**src/rtl/lab1_imul_dot_accum.sv**
```systemverilog
// rtl/lab1_imul_dot_accum.sv - dot-product reduction stage behind the lab1 integer multiplier
//
// Sums each group of p_nterms consecutive 32-bit products and emits one
// {carry, sum} message per group. The carry bit is sticky across the group.
//
// Ports:
//   clk      - clock, all state updates on the rising edge
//   reset    - synchronous active-high reset
//   in_val   - product valid (multiplier resp_val)
//   in_rdy   - stage can accept a product (multiplier resp_rdy)
//   in_msg   - 32-bit product (multiplier result field)
//   out_val  - group sum valid
//   out_rdy  - consumer ready
//   out_msg  - {carry, sum[31:0]}

module lab1_imul_dot_accum #(
  parameter int p_nterms = 4
) (
  input  logic        clk,
  input  logic        reset,
  input  logic        in_val,
  output logic        in_rdy,
  input  logic [31:0] in_msg,
  output logic        out_val,
  input  logic        out_rdy,
  output logic [32:0] out_msg
);

  // One extra bit so the counter can hold p_nterms itself for p_nterms = 2^k.
  localparam int               cnt_w    = $clog2(p_nterms) + 1;
  localparam logic [cnt_w-1:0] cnt_last = cnt_w'(p_nterms - 1);

  typedef enum logic {
    ST_ACCUM = 1'b0,
    ST_DONE  = 1'b1
  } state_t;

  state_t            state_q,   state_d;
  logic [31:0]       acc_q,     acc_d;
  logic              cry_q,     cry_d;
  logic [cnt_w-1:0]  cnt_q,     cnt_d;
  logic              out_val_q, out_val_d;
  logic [32:0]       out_msg_q, out_msg_d;

  logic              in_go;
  logic              out_go;
  logic [32:0]       sum;

  // In DONE the stage forwards consumer readiness upstream so the first
  // product of the next group can be taken on the same edge the sum leaves.
  assign in_rdy  = !reset && ((state_q == ST_ACCUM) || out_rdy);
  assign out_val = out_val_q;
  assign out_msg = out_msg_q;

  assign in_go   = in_val && in_rdy;
  assign out_go  = out_val_q && out_rdy;

  always_comb begin
    state_d   = state_q;
    acc_d     = acc_q;
    cry_d     = cry_q;
    cnt_d     = cnt_q;
    out_val_d = out_val_q;
    out_msg_d = out_msg_q;
    sum       = {1'b0, acc_q} + {1'b0, in_msg};

    case (state_q)
      ST_ACCUM: begin
        if (in_go) begin
          acc_d = sum[31:0];
          cry_d = cry_q | sum[32];
          cnt_d = cnt_q + cnt_w'(1);
          // Last term: load the completed sum straight into the output register.
          if (cnt_q == cnt_last) begin
            state_d   = ST_DONE;
            out_val_d = 1'b1;
            out_msg_d = {cry_q | sum[32], sum[31:0]};
          end
        end
      end

      ST_DONE: begin
        if (out_go) begin
          if (in_go) begin
            // Accepted product is term 1 of the next group.
            acc_d = in_msg;
            cry_d = 1'b0;
            cnt_d = cnt_w'(1);
            if (p_nterms == 1) begin
              out_val_d = 1'b1;
              out_msg_d = {1'b0, in_msg};
            end else begin
              state_d   = ST_ACCUM;
              out_val_d = 1'b0;
            end
          end else begin
            acc_d     = '0;
            cry_d     = 1'b0;
            cnt_d     = '0;
            state_d   = ST_ACCUM;
            out_val_d = 1'b0;
          end
        end
      end

      default: begin
        state_d   = ST_ACCUM;
        out_val_d = 1'b0;
      end
    endcase
  end

  always_ff @(posedge clk) begin
    if (reset) begin
      state_q   <= ST_ACCUM;
      acc_q     <= '0;
      cry_q     <= 1'b0;
      cnt_q     <= '0;
      out_val_q <= 1'b0;
      out_msg_q <= '0;
    end else begin
      state_q   <= state_d;
      acc_q     <= acc_d;
      cry_q     <= cry_d;
      cnt_q     <= cnt_d;
      out_val_q <= out_val_d;
      out_msg_q <= out_msg_d;
    end
  end

`ifndef SYNTHESIS
  handshake_known_a : assert property (@(posedge clk) disable iff (reset)
    !$isunknown({in_val, out_rdy, in_rdy, out_val}));
`endif

endmodule

```
**config.mk**
```make
export PLATFORM = sky130hd
export DESIGN_NAME = lab1_imul_dot_accum
export DESIGN_NICKNAME = d
export VERILOG_FILES = /design/src/rtl/lab1_imul_dot_accum.sv
export SDC_FILE = /design/constraint.sdc
export NUM_CORES = 1
export LEC_CHECK = 0
export ABC_AREA = 1
export CAP_MARGIN = 20
export CORE_MARGIN = 2
export CORE_UTILIZATION = 45
export DETAILED_ROUTE_END_ITERATION = 10
export GPL_TIMING_DRIVEN = 0
export HOLD_SLACK_MARGIN = 0.05
export PLACE_DENSITY_LB_ADDON = 0.3
export SKIP_CTS_REPAIR_TIMING = 1
export SLEW_MARGIN = 25
export SYNTH_ARGS = -nofsm -noshare
export SYNTH_HDL_FRONTEND = slang
export SYNTH_SLANG_ARGS = --single-unit
```
**constraint.sdc**
```tcl
create_clock -name clk -period 5.7 [get_ports clk]
set_input_delay 1.14 -clock clk [delete_from_list [all_inputs] [get_ports clk]]
set_output_delay 1.14 -clock clk [all_outputs]
set_load 0.05 [all_outputs]
```
**Word-level counts from Yosys, hierarchy flattened**

Index checks and enable logic that the tools add are counted.

- Register bits: 71
- Bits in latches: 0
- Memory bits (writable): 0
- ROM bits: 0
- Input port bits: 36
- Output and inout port bits: 35
- Logic and storage cells: 40
- Memories: 0

- $add $sub $neg: 2
- $mul: 0
- Divide/modulo/power cells: 0
- $lt $le $gt $ge: 0
- Equal/unequal tests: 4
- Shift operators: 0
- Muxes and demuxes: 18
- Bitwise operators: 2
- Reductions and logical operators: 8

Operator list:

| cell | number |
|---|---|
| 2-to-1 mux 32 bit | 3 |
| one-hot mux 32 bit (2 select lines) | 1 |
| adder 32 x 32 -> 33 bit | 1 |
| 2-to-1 mux 1 bit | 8 |
| 2-to-1 mux 3 bit | 2 |
| one-hot mux 1 bit (2 select lines) | 3 |
| one-hot mux 3 bit (2 select lines) | 1 |
| AND reduction 3 bit | 2 |
| inequality test 2 x 1 -> 1 bit, second input constant | 2 |
| adder 3 x 1 -> 3 bit, second input constant | 1 |
| == test 3 x 2 -> 1 bit, second input constant | 1 |
| logical AND 1 bit | 3 |
| inequality test 2 bit, second input constant | 1 |
| AND reduction 2 bit | 1 |
| zero test 1 bit | 1 |
| logical OR 1 bit | 1 |
| inverter 1 bit | 1 |
| OR 1 bit | 1 |

**Longest topological paths before layout**

- Word-level depth: 7
- Gate-level depth with buffers: 15

**Least setup slack after synthesis**

No wires, ideal clock.

- Path type: in2out
- From: input port reset
- To: output port in_rdy
- Arrival time: 2.201 ns
- Setup slack: 2.359 ns
- Stages on the path: 3
- Buffers on the path: 2
- Path through: clkbuf_1 buf_1 nor2_1

- Cells in the longest elaborated chain, start to end: 2

RTL lines:

| item | line | source |
|---|---|---|
| from (decl) | 20 | `input logic reset,` |
| zero test 1 bit | 51 | `assign in_rdy = !reset && ((state_q == ST_ACCUM) \|\| out_rdy);` |
| logical AND 1 bit | 51 |  |
| to (decl) | 22 | `output logic in_rdy,` |

No other way between the ends.

**Worst setup path after layout**

Same ends and word-level chain as after synthesis.

==> impl_results.md <==
- Status: finished clean
- Cells after synthesis: 914
- Total Nets Final: 1066
- CTS buffer count: 9
- DIE HEIGHT: 113 um
- First-pass GRT wire length: around 26000 um
- #FFs+latches synth: 71
- DR iter-0 viols: 334
- Vias/cell: between 4 and 5
- Leakage power: 3.50 nW
- Combinational power share: 27.3%
- Worst-Margin Slew: 0.659 ns
- Port Buffers: 70
- Mapped Nets: around 1000
- Register share of total power: 34.7%
- Worst Setup End Kind: output pin
- Synth Warn #: 0
- CTS Root Cell: clkbuf_16
- RSZ-0062 raised after global routing: no
- Sw Share: 33.0%
- Post-synth top area cell: dfxtp_1
- CTS Sinks: 71
- Mapped cell area: between 5000 and 6000 um2
- Final clock skew: 0.00443 ns
- Period utilization: 83.8%
- Clk_lat worst skew: 0.35 ns
- EDFF count, synth: 0
- Avg WL per Cell: 14.3 um
- Vias in the first global route: 5174
- Clock group share of total power: 38.1%
- Fraction of layout cells with a size suffix above 1: under 10%
- CP Class: in2out
- Starting density of the core: 46.4%
- DR pass1 iterations: 5
- Grt ovf: 0
- Core area: about 11000 um2
- Syn Area/Cell: 5.82 um2
- CTS clock-pin slew for the worst setup and hold paths: 0.06 ns
- Chip width: 113 um
- Final setup violation count: 0
- Max-Cap Viols: 0
- Initial antenna violation count: 0
- Post-synth ARST share: 0%
- Area share of the largest cell type after synthesis: 26.7%
- Top FF cell, synth: dfxtp_1
- Rows: 39
- Sequential Area: 1420 um2
- Area Growth Syn to Fin: 22.2%
- Multi-input logic area: 3170 um2
- Most frequent cells in the layout: 311 x nand2_1, 155 x inv_1, 98 x nor2_1
- Cells after DPL: 1127
- CP bufs+invs: 4
- CTS H-Tree Depth: 3
- Delay-heaviest family, CP: buffers and inverters
- Slowest stage delay, CP: roughly 0.73 ns
- Required time worst endpoint: about 4.6 ns
- Largest net degree at the start of global routing: 12
- CP Launch Type: primary input
- Post-Route WL: 16300 um
- Antenna cell count: 0
- Max FO, Critical Path: 10
- Final std cells w/o fill: 1142
- CP cell instances: clkdlybuf4s50_1 -> clkbuf_1 -> buf_1 -> nor2_1 -> clkdlybuf4s50_1
- Fin. max-slew vios: 0
- Final non-filler cell area: 6490 um2
- Top cells by area, synth: dfxtp_1 27%, nand2_1 22%, inv_1 11%, a21oi_1 8.2%, ha_1 8.0%
- Distinct cells, synth: 29
- Final-layout fill cell count: roughly 1200
- Crit-path slowest cell: clkdlybuf4s50_1
- Final TNS setup: 0 ns
- Worst path most repeated cell: clkdlybuf4s50_1
- Total power: 1.53 mW
- PwrDens: 235 nW/um2
- Commonest non-fill, non-tap cell in the layout: nand2_1
- Period minus WS final: 4.78 ns
- Psw: 0.505 mW
- DIE AREA: 12700 um2
- Sequential share of the synthesized area: 26.7%
- DRC viols: 0
- Hold Violations, Final: 0
- Fmax achieved: 0.209 GHz
- Hold Crit Class: reg2reg
- Int Power: 1.02 mW
- RD Place Congestion: 0.958
- IO Count: slightly above 70
- CTS max path bufs: 2
- Max-slew headroom: 56.1%
- Worst vdd ir: 0.136 mV
- DP Area: 6190 um2
- CTS tree: yes
- DP HPWL: approximately 13000 um
- Gr usage total: 26.4%
- Final antenna-violating net count: 0
- DR vias: 5677
- CP Data Arrival Time: ~3.6 ns
-- logic make-up after synthesis --
family	count (synthesis)	share of synthesized area (%)
AND/OR/NAND/NOR	470	35.2
buffers and inverters	185	13.7
AO/OA/AOI/OAI	138	13.6
flip-flops	71	26.7
adder cells (fa/ha/maj)	35	8.38
XOR/XNOR	15	2.47
-- flip-flops by register name, indices dropped and copies added, names as in the netlist --
register  count
out_val       1
cry_q         1
acc_q        32
cnt_q         3
state_q       1
out_msg      33
-- worst min-delay path, delay by kind of cell (launching register included) --
kind | cells | cell delay [ns]
flops | 1 | 0.31
simple gates | 1 | 0.06
compound gates | 1 | 0.05
-- metal layers --
metal  vias up  track usage (%)  wire, um
met5         -                0         0
met4         0             12.3       499
met3        34             4.59      1020
met2       166             39.4      6810
met1      2497             37.1      7970
li1       2980                -         -
-- power by group through the flow --
| stage | clock network (mW) | logic, mW | registers, mW |
|---|---|---|---|
| final | 0.582 | 0.417 | 0.530 |
| after global routing | 0.618 | 0.470 | 0.532 |
| after CTS | 0.593 | 0.409 | 0.530 |
| after detailed placement | 0 | 0.407 | 0.540 |
| after global placement | 0 | 0.405 | 0.540 |
| after floorplan | 0 | 0.284 | 0.540 |
-- cell usage after synthesis (3+ instances only) --
cell type and number:
o21ai_0 37, o21bai_1 3, nand2_1 311, ha_1 34
nor3_1 5, nand3b_1 4, a21oi_1 87, a31oi_1 3
nand3_1 42, clkbuf_1 13, inv_2 4, buf_2 7
and2_1 5, dfxtp_1 71, xor2_1 15, inv_1 155
nor2_1 98, a21o_1 4
-- stage by stage --
step / worst slack, ns / hold WS, ns / utilization, %
finish: 0.921 / 0.467 / 56.6
floorplan: 2.36 / 0.440 / -
CTS: 0.960 / 0.467 / 56.6
detailed placement: 0.980 / 0.458 / 54.0
global placement: 0.986 / 0.452 / 54.0
global route: 0.826 / 0.486 / 56.6
-- worst paths after layout --
path / start / to / slack (ns) / depth (start not counted)
setup / recovery: reset / in_rdy / 0.92 / 5
setup reg to reg: acc_q[0] / out_msg[28] / 3.51 / 12
hold / removal: cry_q / cry_q / 0.47 / 2
hold reg to reg: cry_q / cry_q / 0.47 / 2
-- layout make-up --
| class | count | area share, % |
|---|---|---|
| repair buffers | 70 | 10.8 |
| multi-input cells | 658 | 48.8 |
| clock buffers | 12 | 3.95 |
| plain buffers | 26 | 1.98 |
| flip-flops and latches | 71 | 21.9 |
| inverters | 159 | 9.19 |
| well taps | 143 | 2.76 |
| clock inverters | 3 | 0.655 |
(Power assumes the default switching activity.)
